`src/rtl/jk_pkg.sv`:
```
`default_nettype none
// ============================================================================
// jk_pkg : shared mode encoding and JK next-state helper for jk_counter_reg
// Revision: 1.0
// ============================================================================
package jk_pkg;

    typedef enum logic [1:0] {
        JK_MODE_JK    = 2'd0,
        JK_MODE_LOAD  = 2'd1,
        JK_MODE_COUNT = 2'd2,
        JK_MODE_HOLD  = 2'd3
    } jk_mode_t;

    function automatic logic jk_next(input logic j, input logic k, input logic q);
        case ({j, k})
            2'b00:   return q;
            2'b01:   return 1'b0;
            2'b10:   return 1'b1;
            default: return ~q;
        endcase
    endfunction

endpackage
`default_nettype wire

```
`src/rtl/jk_cell.sv`:
```
`default_nettype none
// ============================================================================
// jk_cell : single-bit combinational JK next-state
// Revision: 1.0
// ============================================================================
module jk_cell
    import jk_pkg::*;
(
    input  logic j,
    input  logic k,
    input  logic q,
    output logic q_next
);

    assign q_next = jk_next(j, k, q);

endmodule
`default_nettype wire

```
`src/rtl/jk_counter_reg.sv`:
```
`default_nettype none
// ============================================================================
// jk_counter_reg : N-bit JK register with load, modulo up/down count and hold
// Revision: 1.0
// ============================================================================
module jk_counter_reg
    import jk_pkg::*;
#(
    parameter int                   WIDTH     = 4,
    parameter longint unsigned      MODULUS   = 64'd1 << WIDTH,
    parameter logic [WIDTH-1:0]     RESET_VAL = '0
) (
    input  logic             clk,
    input  logic             reset,
    input  logic             clr,
    input  logic             en,
    input  logic             cin,
    input  logic [1:0]       mode,
    input  logic             up,
    input  logic [WIDTH-1:0] j,
    input  logic [WIDTH-1:0] k,
    input  logic [WIDTH-1:0] d,
    output logic [WIDTH-1:0] q,
    output logic             tc
);

    localparam logic [WIDTH-1:0] MAX_VAL = WIDTH'(MODULUS - 64'd1);

    jk_mode_t         mode_e;
    logic [WIDTH-1:0] jk_q;
    logic [WIDTH-1:0] count_q;

    assign mode_e = jk_mode_t'(mode);

    for (genvar i = 0; i < WIDTH; i++) begin : g_cell
        jk_cell u_cell (
            .j      (j[i]),
            .k      (k[i]),
            .q      (q[i]),
            .q_next (jk_q[i])
        );
    end

    // Out-of-range values left by JK/LOAD re-enter the range at the wrap point.
    always_comb begin
        count_q = q;
        if (up) begin
            if (q >= MAX_VAL) count_q = '0;
            else              count_q = q + WIDTH'(1);
        end else begin
            if (q == '0 || q > MAX_VAL) count_q = MAX_VAL;
            else                        count_q = q - WIDTH'(1);
        end
    end

    assign tc = en & cin & (mode_e == JK_MODE_COUNT) & (up ? (q == MAX_VAL) : (q == '0));

    always_ff @(posedge clk or posedge reset) begin
        if (reset) begin
            q <= RESET_VAL;
        end else if (clr) begin
            q <= '0;
        end else if (en) begin
            assert (!$isunknown(mode));
            case (mode_e)
                JK_MODE_JK:    q <= jk_q;
                JK_MODE_LOAD:  q <= d;
                JK_MODE_COUNT: if (cin) q <= count_q;
                default:       q <= q;
            endcase
        end
    end

endmodule
`default_nettype wire

```
`config.mk`:
```
export PLATFORM = sky130hd
export DESIGN_NAME = jk_counter_reg
export DESIGN_NICKNAME = d
export VERILOG_FILES = /design/src/rtl/jk_pkg.sv /design/src/rtl/jk_cell.sv /design/src/rtl/jk_counter_reg.sv
export SDC_FILE = /design/constraint.sdc
export NUM_CORES = 1
export LEC_CHECK = 0
export ABC_AREA = 1
export CAP_MARGIN = 20
export CORE_AREA = 2 2 46 48
export CTS_CLUSTER_DIAMETER = 150
export DETAILED_ROUTE_END_ITERATION = 16
export DIE_AREA = 0 0 48 50
export HOLD_SLACK_MARGIN = 0.08
export PLACE_DENSITY = 0.71
export SYNTH_ARGS = -nofsm -noshare
export SYNTH_HDL_FRONTEND = slang
export SYNTH_SLANG_ARGS = --single-unit
export TNS_END_PERCENT = 20
```
`constraint.sdc`:
```
create_clock -name clk -period 1.35 [get_ports clk]
set_input_delay 0.27 -clock clk [delete_from_list [all_inputs] [get_ports clk]]
set_output_delay 0.27 -clock clk [all_outputs]
set_load 0.005 [all_outputs]
```
==> results.md, run 1 <==
- Max FFs per register: 4
- Initial DRC Count: 28
- First-pass GRT wire length: 3560 microns
- Die Ht: 50 microns
- Fin nets: 204
- Synth Cell Area: 711.9 sq um
- Root Buffer: clkbuf_4
- WP buf/inv: 1
- Die X: 48 microns
- Placed cells: 186
- Worst path top cell family by delay: flip-flops
- Seq/Total Area, Yosys: 0.1406
- Crit Path Max Fanout: 3
- Core area: 1902 sq um
- Fmax: 628.1 MHz
- H-tree levels: 1
- Register with the most flip-flops: q
- Initial Util: 0.3743
- CP required: 1.08 ns
- Post-route DRC: 0
- Area growth from synthesis to layout: 81.72%
- Status: finished, violations left
- Max IR drop VDD: 0.5755 mV
- Routed wire length per instance: 11.84 microns
- CTS clk-pin slew, worst paths: 0.04 ns
- Clock Skew: 0.009309 ns
- Site Rows: 16
- Met3 WL post-DR: 131 microns
- Pleak: 0.0006853 uW
- Yosys Warn Count: 0
- CTS tree: done
- Final setup fails: 6
- Vias in the first global route: 897
- Clock latency at the later pin of the worst-skew pair: 0.23 ns
- Kind of critical path: reg2out
- Crit-path cells: nor2_2 > a21oi_4 > a211oi_2 > buf_2
- Distinct cell type count after synthesis: 16
- Largest net degree at the start of global routing: 8
- Leading cell type in the layout, fill and taps excluded: nand2_1
- Tcrit/Tclk final: 1.179
- Syn Inst Count: 116
- Final hold vios: 0
- DRT Wirelength: 2321 microns
- Mean post-synth cell area: 6.137 sq um
- Worst-Margin Slew: 0.2150 ns
- Most frequent cells in the layout: 31 x nand2_1, 28 x buf_4, 17 x clkdlybuf4s50_1
- Met2 routed WL: 1252 microns
- Critical Path End Type: primary output
- Crit path largest cell delay: 0.44 ns
- Period minus WS final: 1.592 ns
- Dpl ws: -0.6580 ns
- Placer Congestion: 0.8878
- PortBufs: 24
- Post-Layout Cell Count: 196
- Pwr Density: 710.9 nW/um^2
- Clk buf depth: 2
- Initial antenna violation count: 0
- Num CTS Buffers: 3
- Layout cells sized above 1: 0.3373
- Syn_nets: 149
- Routed vias: 933
- Drt first pass iters: 4
- Biggest registers after layout: q (4)
- Top Layer Used: met4
- Pins over their slew limit: 0
- # IOs: 25
- All-Layer GR Usage: 0.2011
- Antenna-violating nets left: 0
- Unrepaired setup endpoints after global routing: true
- Die ar.: 2400 sq um
- Hpwl dp: 1593 microns
- Vias/cell: 4.760
- GR Overflow Total: 0
- Slew HR: 0.8562
- Failing checks: setup timing
- Ant. Diodes: 0
- Max_cap viols: 0
- Setup ws final: -0.2422 ns
- Slowest library cell on the worst path: dfrtp_1
- Clock sinks: 4
- Seq cells post-synth: 4
- Worst hold path class: in2async
- WL met1: 921 microns
- CP Data Arrival Time: 1.32 ns
- Startpoint types: flop
## worst register-to-register path, cell delays in order (launching register included)
cell	delay [ns]
dfrtp_1	0.41
inv_2	0.08
ha_4	0.17
buf_4	0.13
nand2_1	0.06
nand2_1	0.07
xnor2_1	0.18
o21ai_1	0.11
nand2_1	0.08
nand2_1	0.06
## cells in the mapped netlist
cell | count | area (sq um)
nand4_1 | 1 | 6.260
nor2_4 | 1 | 11.26
o21ai_0 | 7 | 35.03
o211ai_1 | 1 | 7.510
nor2_1 | 9 | 33.78
a21oi_1 | 7 | 35.03
inv_2 | 1 | 3.750
buf_4 | 5 | 37.54
a211oi_1 | 1 | 7.510
nand3_1 | 13 | 65.06
ha_1 | 13 | 162.7
xnor2_1 | 1 | 8.760
nand2_1 | 31 | 116.4
dfrtp_1 | 4 | 100.1
o21ai_1 | 2 | 10.01
inv_1 | 19 | 71.32
## area by class of cell
cell class,count,area [sq um]
well taps,27,33.78
flip-flops and latches,4,101.3
fillers,157,608.1
inverters,20,75.07
clock buffers,3,22.52
repair buffers,55,476.7
multi-input cells,87,584.3
## repair_timing
item                                    CTS  global route
setup buffers                             3             4
gates resized for setup                  28            15
endpoints found under the setup margin    9             9
endpoints found under the hold margin     0             0
hold buffers                              0             0
pin swaps                                 5             5
## stage by stage
step | area, sq um | hold WS [ns] | total power [uW] | util | setup TNS, ns
3_5_place_dp | 1129 | 0.4786 | 636.7 | 0.5934 | -2.803
4_1_cts | 1244 | 0.2427 | 837.9 | 0.6539 | -1.065
6_report | 1294 | 0.2580 | 919.7 | 0.6803 | -0.7508
2_1_floorplan | 711.9 | 0.03608 | 402.0 | - | 0
3_3_place_gp | 1129 | 0.4556 | 623.2 | 0.5934 | -2.686
5_1_grt | 1294 | 0.2883 | 987.1 | 0.6803 | -1.106
## worst paths after layout
check                       from  endpoint  slack [ns]  cells past startpoint
hold reg to reg             q[2]      q[2]        0.74                      3
min in group clk            q[2]      q[2]        0.74                      3
setup / recovery            q[3]        tc       -0.24                      4
max in group asynchronous  reset      q[1]        0.93                      2
hold / removal             reset      q[3]        0.26                      2
setup reg to reg            q[0]      q[2]       -0.12                      9
## cell families (layout without fill, tap and decap cells)
kind of cell               after synthesis  in the layout  share of synthesized area
DFF                                      4              4                     0.1406
xor gates and xnor gates                 1              1                    0.01230
buffers and inverters                   25             78                     0.1582
AOI/OAI and AO/OA                       18             18                     0.1336
adders and majority gates               13             13                     0.2285
and+or+nand+nor                         55             55                     0.3269
## report_power, final
| group | switching [uW] | internal (uW) | total (uW) |
|---|---|---|---|
| clock network | 45.7 | 99.3 | 145 |
| registers | 28.3 | 140 | 169 |
| logic | 271 | 335 | 606 |
## routing by layer
metal / vias up / global-route usage
li1: 474 / -
met1: 425 / 0.2102
met2: 30 / 0.3933
met3: 4 / 0.02564
met4: 0 / 0.04054
met5: - / 0
Note: power is estimated with default switching activity, not from simulation.
==> run 2, diff against run 1 <==
CELL_PAD_IN_SITES_DETAIL_PLACEMENT = 1   (was unset)
CELL_PAD_IN_SITES_GLOBAL_PLACEMENT = 2   (was unset)
CORE_AREA = 2 2 55 57   (was 2 2 46 48)
DIE_AREA = 0 0 57 59   (was 0 0 48 50)
DONT_BUFFER_PORTS = 1   (was unset)
PLACE_DENSITY = unset   (was 0.71)
PLACE_DENSITY_LB_ADDON = 0.1   (was unset)
==> run 2 against run 1 <==
The flow still finishes with violations (setup timing). Clock skew is 0.0072 ns lower. Combinational power is 29% lower. Die area up 40%. Register-to-register slack better by 0.07 ns. Sequential power grew 5%. Worst hold slack worse by 0.050 ns. Global-route usage is 5.8 points lower.
==> results.md, run 2 (synthesis results as in run 1) <==
- Status: finished, violations left (unchanged)
- Failing checks: setup timing (unchanged)
- Initial antenna violation count: 0 (unchanged)
- Clk buf depth: 2 (unchanged)
- Period minus WS final: 1.415 ns (was 1.592 ns)
- Fin nets: 167 (was 204)
- Setup tns final: -0.1128 ns (was -0.7508 ns)
- Critical Path End Type: primary output (unchanged)
- Routed vias: 795 (was 933)
- Post-route DRC: 0 (unchanged)
- R2r startpoint: q[1] (was q[0])
- Crit path largest cell delay: 0.46 ns (was 0.44 ns)
- Antenna-violating nets left: 0 (unchanged)
- Hold depth: 3
- Multi-input gate area: 559.3 sq um (was 584.3 sq um)
- Crit-path cells: nor2_2 > a21oi_2 > a211oi_2 (was nor2_2 > a21oi_4 > a211oi_2 > buf_2)
- Hold_sp: clr
- GR Overflow Total: 0 (unchanged)
- Worst hold path class: in2reg (was in2async)
- Register with the most flip-flops: q (unchanged)
- PortBufs: 0 (was 24)
- Initial DRC Count: 25 (was 28)
- Dpl ws: -0.02746 ns (was -0.6580 ns)
- Root Buffer: clkbuf_4 (unchanged)
- Core area: 2710 sq um (was 1902 sq um)
- Pleak: 0.0004964 uW (was 0.0006853 uW)
- Hold EP: q[0]
- H-tree levels: 1 (unchanged)
- Biggest registers after layout: q (4) (unchanged)
- Setup ws final: -0.06526 ns (was -0.2422 ns)
- Fillers: 368 (was 157)
- Max FFs per register: 4 (unchanged)
- Area growth from synthesis to layout: 31.63% (was 81.72%)
- All-Layer GR Usage: 0.1436 (was 0.2011)
- Pwr Density: 811.1 nW/um^2 (was 710.9 nW/um^2)
- Worst-Margin Slew: 0.3050 ns (was 0.2150 ns)
- CP Data Arrival Time: 1.15 ns (was 1.32 ns)
- Leading cell type in the layout, fill and taps excluded: nand2_1 (unchanged)
- CTS clk-pin slew, worst paths: 0.04 ns (about the same)
- Clock Skew: 0.002064 ns (was 0.009309 ns)
- Startpoint types: flop (unchanged)
- CTS tree: done (unchanged)
- Die Ht: 59 microns (was 50 microns)
- Tcrit/Tclk final: 1.048 (was 1.179)
- Max_cap viols: 0 (unchanged)
- Placer Congestion: 0.7607 (was 0.8878)
- Max IR drop VDD: 0.3677 mV (was 0.5755 mV)
- Sequential Area: 103.9 sq um (was 101.3 sq um)
- Reg2reg setup slack: -0.05 ns (was -0.12 ns)
- Vias in the first global route: 849 (was 897)
- Crit Reg-Reg Endpoint: q[3] (was q[2])
- Ant. Diodes: 0 (unchanged)
- Pins over their slew limit: 0 (unchanged)
- # IOs: 25 (unchanged)
- Unrepaired setup endpoints after global routing: true (unchanged)
- Crit Path Max Fanout: 7 (was 3)
- Drt first pass iters: 3 (was 4)
- Clock latency at the later pin of the worst-skew pair: 0.24 ns (was 0.23 ns)
- First-pass GRT wire length: 3753 microns (was 3560 microns)
- Slowest library cell on the worst path: dfrtp_2 (was dfrtp_1)
- Slew HR: 0.7959 (was 0.8562)
- Die X: 57 microns (was 48 microns)
- Routed wire length per instance: 13.51 microns (was 11.84 microns)
- Fmax: 706.6 MHz (was 628.1 MHz)
- Initial Util: 0.2627 (was 0.3743)
- Final hold vios: 0 (unchanged)
- Most frequent cells in the layout: 29 x nand2_1, 17 x inv_1, 17 x buf_4 (was 31 x nand2_1, 28 x buf_4, 17 x clkdlybuf4s50_1)
- Site Rows: 19 (was 16)
- Largest net degree at the start of global routing: 8 (unchanged)
- Hpwl dp: 1743 microns (was 1593 microns)
- Final setup fails: 3 (was 6)
- Num CTS Buffers: 3 (unchanged)
- Clock sinks: 4 (unchanged)
- Die ar.: 3363 sq um (was 2400 sq um)
- Vias/cell: 4.877 (was 4.760)
- DRT Wirelength: 2202 microns (was 2321 microns)
- Layout cells sized above 1: 0.2879 (was 0.3373)
- Kind of critical path: reg2out (unchanged)
- WHS: 0.2083 ns (was 0.2580 ns)
- CP required: 1.08 ns (about the same)
- Worst reg2reg path depth: 10 (was 9)
-- run 2: critical path: cells and delay by family (launching register included) --
family	cells	cell delay [ns]
AO/OA/AOI/OAI	2	0.26
flip-flops	1	0.46
AND/OR/NAND/NOR	1	0.18
-- run 2: area by class of cell --
| cell class | instances | area share |
|---|---|---|
| Multi-Input combinational cell | 87 | 0.5968 |
| Sequential cell | 4 | 0.1108 |
| Timing Repair Buffer | 18 | 0.1469 |
| Clock buffer | 3 | 0.02403 |
| Tap cell | 31 | 0.04139 |
| Inverter | 20 | 0.08011 |
-- run 2: routing by layer --
metal  track usage  wire (microns)  up-vias
li1              -               -      399
met1        0.1749            1007      377
met2        0.2594            1119       17
met3       0.01092              59        2
met4       0.06312              17        0
met5             0               0        -
-- run 2: metrics by stage --
stage	area, sq um	std cells	power, uW	util
floorplan	711.9	116	402.0	-
global placement	810.8	155	513.8	0.2992
detailed placement	810.8	155	511.9	0.2992
CTS	894.6	163	722.0	0.3301
global route	937.1	163	834.5	0.3458
finish	937.1	163	760.1	0.3458
-- run 2: worst max path at each step --
| stage | start | slack [ns] | depth (start not counted) | end |
|---|---|---|---|---|
| after global placement | q[1] | -0.06 | 9 | q[1] |
| after CTS | q[1] | -0.10 | 4 | tc |
| after global routing | q[1] | -0.12 | 11 | q[3] |
| after floorplan | q[0] | 0.05 | 9 | q[1] |
| final | q[3] | -0.07 | 3 | tc |
| after detailed placement | q[0] | -0.03 | 9 | q[1] |
-- run 2: power by group --
part / switching (uW) / internal, uW / total (uW) / leakage (uW)
combinational: 219 / 210 / 430 / 0.000434
clock: 53.5 / 99.8 / 153 / 0.0000138
sequential: 34.9 / 142 / 177 / 0.0000482
-- run 2: what timing repair did --
| item | in CTS | in global routing |
|---|---|---|
| setup endpoints to repair | 2 | 6 |
| gates resized for setup | 8 | 11 |
| buffers inserted | 4 | 0 |
| pin swaps | 3 | 5 |
| hold buffers | 1 | 0 |
| endpoints found under the hold margin | 4 | 0 |
